$ cat src/rtl/next_pc_unit_if.sv
// Interface between the hazard control unit / branch resolution and the
// next-PC unit. The master drives PC selection and BTB updates; the slave
// (next_pc_unit) returns the fetch PC, prediction and status.
interface next_pc_unit_if;
    logic        pcen;
    logic [2:0]  pcselect;
    logic [31:0] bpc;
    logic [31:0] jpc;
    logic [31:0] rpc;
    logic        upd_en;
    logic [31:0] upd_pc;
    logic        upd_taken;
    logic [31:0] upd_target;
    logic [31:0] pc;
    logic        pred_hit;
    logic        pred_taken;
    logic [31:0] pred_target;
    logic        sel_err;
    logic [15:0] mispred_cnt;

    modport master (
        output pcen, pcselect, bpc, jpc, rpc,
        output upd_en, upd_pc, upd_taken, upd_target,
        input  pc, pred_hit, pred_taken, pred_target, sel_err, mispred_cnt
    );

    modport slave (
        input  pcen, pcselect, bpc, jpc, rpc,
        input  upd_en, upd_pc, upd_taken, upd_target,
        output pc, pred_hit, pred_taken, pred_target, sel_err, mispred_cnt
    );
endinterface

$ cat src/rtl/next_pc_unit.sv
// Fetch PC register with next-PC selection and a direct-mapped BTB holding a
// 2-bit saturating direction counter and a target per entry.
module next_pc_unit #(
    parameter logic [31:0] PC_RESET    = 32'h0000_0000,
    parameter int          BTB_ENTRIES = 8
) (
    input  logic           CLK,
    input  logic           RST,
    next_pc_unit_if.slave  bus
);
    localparam int IDX_W = $clog2(BTB_ENTRIES);
    localparam int TAG_W = 30 - IDX_W;

    // pcselect_t encoding
    localparam logic [2:0] PCNPC    = 3'd0;
    localparam logic [2:0] PCBPC    = 3'd1;
    localparam logic [2:0] PCJPC    = 3'd2;
    localparam logic [2:0] PCPTA    = 3'd3;
    localparam logic [2:0] PRBPC    = 3'd4;
    localparam logic [2:0] PRMPC    = 3'd5;
    localparam logic [2:0] PCERROR6 = 3'd6;
    localparam logic [2:0] PCERROR7 = 3'd7;

    logic [31:0] pc_q;
    logic        sel_err_q;
    logic [15:0] cnt_q;
    logic [31:0] pc_plus4;
    logic [31:0] npc;
    logic        is_err;
    logic        is_recov;

    logic             btb_valid  [BTB_ENTRIES];
    logic [TAG_W-1:0] btb_tag    [BTB_ENTRIES];
    logic [31:0]      btb_target [BTB_ENTRIES];
    logic [1:0]       btb_ctr    [BTB_ENTRIES];

    logic [IDX_W-1:0] look_idx;
    logic [TAG_W-1:0] look_tag;
    logic             hit;

    logic [IDX_W-1:0] u_idx;
    logic [TAG_W-1:0] u_tag;
    logic             u_hit;
    logic [1:0]       u_ctr_inc;
    logic [1:0]       u_ctr_dec;

    // Byte-offset bits never take part in indexing or tagging.
    logic unused_offset_bits;
    assign unused_offset_bits = ^{pc_q[1:0], bus.upd_pc[1:0]};

    // Lookup always sees the registered (pre-update) BTB contents.
    assign look_idx = pc_q[IDX_W+1:2];
    assign look_tag = pc_q[31:IDX_W+2];
    assign hit      = btb_valid[look_idx] && (btb_tag[look_idx] == look_tag);

    assign bus.pc          = pc_q;
    assign bus.pred_hit    = hit;
    assign bus.pred_taken  = hit && btb_ctr[look_idx][1];
    assign bus.pred_target = hit ? btb_target[look_idx] : 32'h0;
    assign bus.sel_err     = sel_err_q;
    assign bus.mispred_cnt = cnt_q;

    assign pc_plus4 = pc_q + 32'd4;
    assign is_err   = (bus.pcselect == PCERROR6) || (bus.pcselect == PCERROR7);
    assign is_recov = (bus.pcselect == PRBPC) || (bus.pcselect == PRMPC);

    // Next-PC mux; illegal selects hold the current PC.
    always_comb begin
        npc = pc_q;
        case (bus.pcselect)
            PCNPC:   npc = pc_plus4;
            PCBPC:   npc = bus.bpc;
            PCJPC:   npc = bus.jpc;
            PCPTA:   npc = hit ? btb_target[look_idx] : pc_plus4;
            PRBPC:   npc = bus.bpc;
            PRMPC:   npc = bus.rpc;
            default: npc = pc_q;
        endcase
    end

    // PC, sticky illegal-select flag and saturating recovery counter; all frozen on stall.
    always_ff @(posedge CLK or posedge RST) begin
        if (RST) begin
            pc_q      <= PC_RESET;
            sel_err_q <= 1'b0;
            cnt_q     <= 16'h0;
        end else if (bus.pcen) begin
            pc_q <= npc;
            if (is_err)
                sel_err_q <= 1'b1;
            if (is_recov && (cnt_q != 16'hFFFF))
                cnt_q <= cnt_q + 16'd1;
        end
    end

    assign u_idx     = bus.upd_pc[IDX_W+1:2];
    assign u_tag     = bus.upd_pc[31:IDX_W+2];
    assign u_hit     = btb_valid[u_idx] && (btb_tag[u_idx] == u_tag);
    assign u_ctr_inc = (btb_ctr[u_idx] == 2'b11) ? 2'b11 : btb_ctr[u_idx] + 2'd1;
    assign u_ctr_dec = (btb_ctr[u_idx] == 2'b00) ? 2'b00 : btb_ctr[u_idx] - 2'd1;

    // BTB training: hits move the counter, taken misses allocate weakly-taken,
    // not-taken misses leave the entry alone. Independent of pcen/pcselect.
    always_ff @(posedge CLK or posedge RST) begin
        if (RST) begin
            for (int i = 0; i < BTB_ENTRIES; i++) begin
                btb_valid[i]  <= 1'b0;
                btb_tag[i]    <= '0;
                btb_target[i] <= 32'h0;
                btb_ctr[i]    <= 2'b01;
            end
        end else if (bus.upd_en) begin
            if (u_hit) begin
                if (bus.upd_taken) begin
                    btb_ctr[u_idx]    <= u_ctr_inc;
                    btb_target[u_idx] <= bus.upd_target;
                end else begin
                    btb_ctr[u_idx] <= u_ctr_dec;
                end
            end else if (bus.upd_taken) begin
                btb_valid[u_idx]  <= 1'b1;
                btb_tag[u_idx]    <= u_tag;
                btb_target[u_idx] <= bus.upd_target;
                btb_ctr[u_idx]    <= 2'b10;
            end
        end
    end
endmodule

$ cat src/flat_wrapper.sv
// flat-port wrapper written by rule: the top's interface ports become plain ports
module next_pc_unit_flat 
#(
    parameter logic [31:0] PC_RESET    = 32'h0000_0000,
    parameter int          BTB_ENTRIES = 8
)
  (CLK, RST, bus_pcen, bus_pcselect, bus_bpc, bus_jpc, bus_rpc, bus_upd_en, bus_upd_pc, bus_upd_taken, bus_upd_target, bus_pc, bus_pred_hit, bus_pred_taken, bus_pred_target, bus_sel_err, bus_mispred_cnt);
  next_pc_unit_if bus_i ();
  input  logic CLK;
  input  logic RST;
  input wire logic [$bits(bus_i.pcen)-1:0] bus_pcen;
  input wire logic [$bits(bus_i.pcselect)-1:0] bus_pcselect;
  input wire logic [$bits(bus_i.bpc)-1:0] bus_bpc;
  input wire logic [$bits(bus_i.jpc)-1:0] bus_jpc;
  input wire logic [$bits(bus_i.rpc)-1:0] bus_rpc;
  input wire logic [$bits(bus_i.upd_en)-1:0] bus_upd_en;
  input wire logic [$bits(bus_i.upd_pc)-1:0] bus_upd_pc;
  input wire logic [$bits(bus_i.upd_taken)-1:0] bus_upd_taken;
  input wire logic [$bits(bus_i.upd_target)-1:0] bus_upd_target;
  output wire logic [$bits(bus_i.pc)-1:0] bus_pc;
  output wire logic [$bits(bus_i.pred_hit)-1:0] bus_pred_hit;
  output wire logic [$bits(bus_i.pred_taken)-1:0] bus_pred_taken;
  output wire logic [$bits(bus_i.pred_target)-1:0] bus_pred_target;
  output wire logic [$bits(bus_i.sel_err)-1:0] bus_sel_err;
  output wire logic [$bits(bus_i.mispred_cnt)-1:0] bus_mispred_cnt;
  assign bus_i.pcen = bus_pcen;
  assign bus_i.pcselect = bus_pcselect;
  assign bus_i.bpc = bus_bpc;
  assign bus_i.jpc = bus_jpc;
  assign bus_i.rpc = bus_rpc;
  assign bus_i.upd_en = bus_upd_en;
  assign bus_i.upd_pc = bus_upd_pc;
  assign bus_i.upd_taken = bus_upd_taken;
  assign bus_i.upd_target = bus_upd_target;
  assign bus_pc = bus_i.pc;
  assign bus_pred_hit = bus_i.pred_hit;
  assign bus_pred_taken = bus_i.pred_taken;
  assign bus_pred_target = bus_i.pred_target;
  assign bus_sel_err = bus_i.sel_err;
  assign bus_mispred_cnt = bus_i.mispred_cnt;
  next_pc_unit #(.PC_RESET(PC_RESET), .BTB_ENTRIES(BTB_ENTRIES)) u_core (.CLK(CLK), .RST(RST), .bus(bus_i));
endmodule
$ cat config.mk
export PLATFORM = sky130hd
export DESIGN_NAME = next_pc_unit_flat
export DESIGN_NICKNAME = d
export VERILOG_FILES = /design/src/rtl/next_pc_unit_if.sv /design/src/rtl/next_pc_unit.sv /design/src/flat_wrapper.sv
export SDC_FILE = /design/constraint.sdc
export NUM_CORES = 1
export LEC_CHECK = 0
export ABC_AREA = 1
export BUFFER_PORTS_ARGS = -buffer_cell sky130_fd_sc_hd__buf_2
export CAP_MARGIN = 5
export CORE_UTILIZATION = 63
export CTS_BUF_LIST = sky130_fd_sc_hd__clkbuf_8
export DETAILED_ROUTE_END_ITERATION = 8
export PLACE_DENSITY = 0.83
export SLEW_MARGIN = 10
export SYNTH_ARGS = -nofsm -noshare
export SYNTH_HDL_FRONTEND = slang
export SYNTH_SLANG_ARGS = --single-unit
$ cat constraint.sdc
create_clock -name CLK -period 21.6 [get_ports CLK]
set_clock_uncertainty 0.15 [all_clocks]
set_input_delay 3.24 -clock CLK [delete_from_list [all_inputs] [get_ports CLK]]
set_output_delay 3.24 -clock CLK [all_outputs]
set_load 0.05 [all_outputs]
==> summary.md <==
| Metric | Value |
|---|---|
| Final Util | `~69%` |
| Die Width | `224.4 µm` |
| Hold_sp | `u_core.btb_ctr[10]$_DFFE_PP1P_` |
| Row count | `81` |
| Clk Latency, worst-skew pair | `0.73 ns` |
| Unrepaired setup endpoints after global routing | `false` |
| Hold-fix buffers at CTS | `0` |
| Final period utilization | `a little over two fifths` |
| Worst setup EP type | `primary output` |
| CTS Buffer Depth | `3` |
| Worst hold endpoint | `u_core.btb_ctr[10]$_DFFE_PP1P_` |
| Final worst slack | `between 10 and 15 ns` |
| Number of antenna violations at the first check in global routing | `2` |
| Vias in the first global route | `27690` |
| MaxCap Viol Count | `0` |
| Number of synthesized flops with an enable pin | `0` |
| Placed Cells | `5075` |
| Failing checks | `design-rule violations` |
| Kind of critical path | `flip-flop to primary output` |
| Largest net degree at the start of global routing | `173` |
| First-pass GRT wire length | `150100 µm` |
| Highest Clock Rate | `approximately 110 MHz` |
| Synthesized Nets | `roughly 4600` |
| VDD IR max | `0.08226 mV` |
| Clk slew on worst S/H paths | `0.06 ns` |
| Routed wire length | `96380 µm` |
| DRC violations left | `2` |
| Mean post-synth cell area | `7.100 µm²` |
| Htree depth | `3` |
| Startpoint Class | `flip-flop` |
| Root Buffer | `clkbuf_8` |
| Remaining Overflow, GRT | `0` |
| Pre-CTS WS | `13.33 ns` |
| Relative max-transition margin | `approximately a fifth` |
| Core area | `48850 µm²` |
| Leakage | `~17 nW` |
| Register area share after synthesis | `43.78%` |
| Reg2reg setup slack | `~16 ns` |
| Setup TNS | `0 ns` |
| Most common cell after layout, fill and taps aside | `nand2_1` |
| Library cells used by synthesis | `47` |
| Area Growth Syn to Fin | `8.273%` |
| TritonCTS Buffers | `92` |
| Layout cells sized above 1 | `10.03%` |
| Area of the mapped netlist | `31170 µm²` |
| Die footprint | `50370 µm²` |
| DP HPWL | `59640 µm` |
| Nets | `4675` |
| Filler instances | `4295` |
| Final RePlAce weighted congestion | `around 0.96` |
| Power Density | `96.74 nW/µm²` |
| Primary FF master, synth | `dfrtp_1` |
| Final Critical Period | `9.174 ns` |
| Clock sink count | `545` |
| Crit path max fanout | `73` |
| Final ANT Viol Nets | `0` |
| CTS tree | `built` |
| DIE HEIGHT | `224.4 µm` |
| Final Hold Viols | `0` |
| Worst hold path type | `flip-flop to flip-flop` |
| GR Util All Layers | `38.31%` |
| Status | `finished, violations left` |
| # IOs | `251` |
| Pins Over Slew Limit | `0` |
| Register bit total from synthesis | `545` |
| CP required | `18.21 ns` |
| FF-to-FF path depth | `22` |
| Post-CTS Setup Inserts | `0` |
| Starting density of the core | `63.81%` |
| Pre-antenna DRT Iters | `9` |
| Final cell count without fillers | `5231` |
| Worst EP arrival | `about 5.8 ns` |
| Hold-critical path depth | `2` |
| Vias per inst | `5.771` |
| Post-CTS Resized | `0` |
| Gate Count Post-Synth | `4390` |
| # port buffers | `248` |
| Routed via count | `around 30000` |
| Most frequent cells in the layout | `nand2_1, dfrtp_1, inv_1` |
| Slew @ Worst Pin | `about 1.2 ns` |
| Synth warn | `0` |
| Ys async rst share | `100.0%` |
| Final setup viols | `0` |
| Drt wl/cell | `18.43 µm` |
| Worst R2R Start | `u_core.bus.pc[2]$_DFFE_PP0P_` |
| R2r endpoint | `u_core.bus.pc[1]$_DFFE_PP0P_` |
| Drt initial violations | `3923` |
[per-layer routing]
layer / wire length (µm) / track usage (%) / vias up / share of wire [%]
met3: 9565 / 7.812 / 335 / 9.9
met2: 43040 / 58.55 / 1572 / 45
met1: 37640 / 50.09 / 14010 / 39
met5: 13 / 0 / - / 0.013
met4: 6124 / 24.09 / 2 / 6.4
li1: - / - / 14270 / -
[synthesized netlist by cell type, drive strengths merged (14+ instances only)]
cell,n,area (µm²)
nand2,1440,5554
o21ai,604,3023
dfrtp,537,13440
inv,490,1842
nor2,372,1419
nand3,287,1484
a21oi,142,710.7
buf,139,1076
clkbuf,117,439.2
xor2,36,315.3
o21a,34,255.2
o221ai,34,297.8
o211ai,33,247.7
a221oi,29,260.3
nand4,17,106.4
nor3,17,90.09
o22ai,14,87.58
[how the worst max path moves through the flow]
| stage | from | endpoint | cells past startpoint |
|---|---|---|---|
| after floorplan | RST | u_core.btb_ctr[11]$_DFFE_PP0P_ | 1 |
| after global placement | u_core.bus.pc[2]$_DFFE_PP0P_ | bus_pred_target[1] | 17 |
| after detailed placement | u_core.bus.pc[2]$_DFFE_PP0P_ | bus_pred_target[1] | 19 |
| after CTS | u_core.bus.pc[2]$_DFFE_PP0P_ | bus_pred_target[1] | 17 |
| after global routing | u_core.bus.pc[2]$_DFFE_PP0P_ | bus_pred_target[1] | 19 |
| final | u_core.bus.pc[2]$_DFFE_PP0P_ | bus_pred_target[1] | 19 |
[registers in the layout, indices dropped and copies added (netlist names)]
signal	flops
u_core.btb_target	256
u_core.bus.mispred_cnt	16
u_core.btb_ctr	16
u_core.btb_valid	8
u_core.bus.pc	32
u_core.bus.sel_err	1
u_core.btb_tag	216
[power breakdown]
part	switching, W	internal [W]	leakage [nW]
clock network	0.000434	0.000451	1.01
registers	0.000139	0.00123	6.62
logic	0.000701	0.000308	9.73
[through the flow]
step	hold slack [ns]	power [W]	cell area (µm²)
after floorplan	0.2919	0.002067	31170
after global placement	0.3024	0.002331	32030
after detailed placement	0.3077	0.002360	32030
after CTS	0.3185	0.003243	33740
after global routing	0.3380	0.003446	33750
final	0.3171	0.003265	33750
[worst max-delay path, cell delays in order (launching register included)]
cell     delay (ns)
dfrtp_4        0.64
buf_4          0.67
buf_4          0.75
nand2_1        0.12
nand3_1        0.11
nand2_1        0.08
nand2_1        0.23
nand2_1        0.15
nand2_1        0.13
nand2_1        0.06
nor2_1         0.09
nand2_1        0.06
nor2_1         0.08
nand2_1        0.09
nor2_4         0.08
buf_4          0.34
inv_1          0.39
buf_4          0.33
nor2_1         0.24
buf_2          0.32
[cells by family after synthesis]
family / synth area share [%]
xor gates and xnor gates: 1.180
and+or+nand+nor: 28.25
DFF: 43.78
buffers and inverters: 10.78
AOI/OAI and AO/OA: 15.86
adders and majority gates: 0.1445
[cell type report]
cell class | count | area (µm²) | area share [%]
diodes | 2 | 5.005 | 0.01483
clock buffers | 107 | 1473 | 4.363
clock inverters | 47 | 245.2 | 0.7266
inverters | 491 | 1862 | 5.516
multi-input cells | 3098 | 14220 | 42.12
flip-flops and latches | 545 | 13660 | 40.46
well taps | 664 | 830.8 | 2.462
repair buffers | 277 | 1461 | 4.330
No activity file was read; power rests on OpenSTA's default activity.
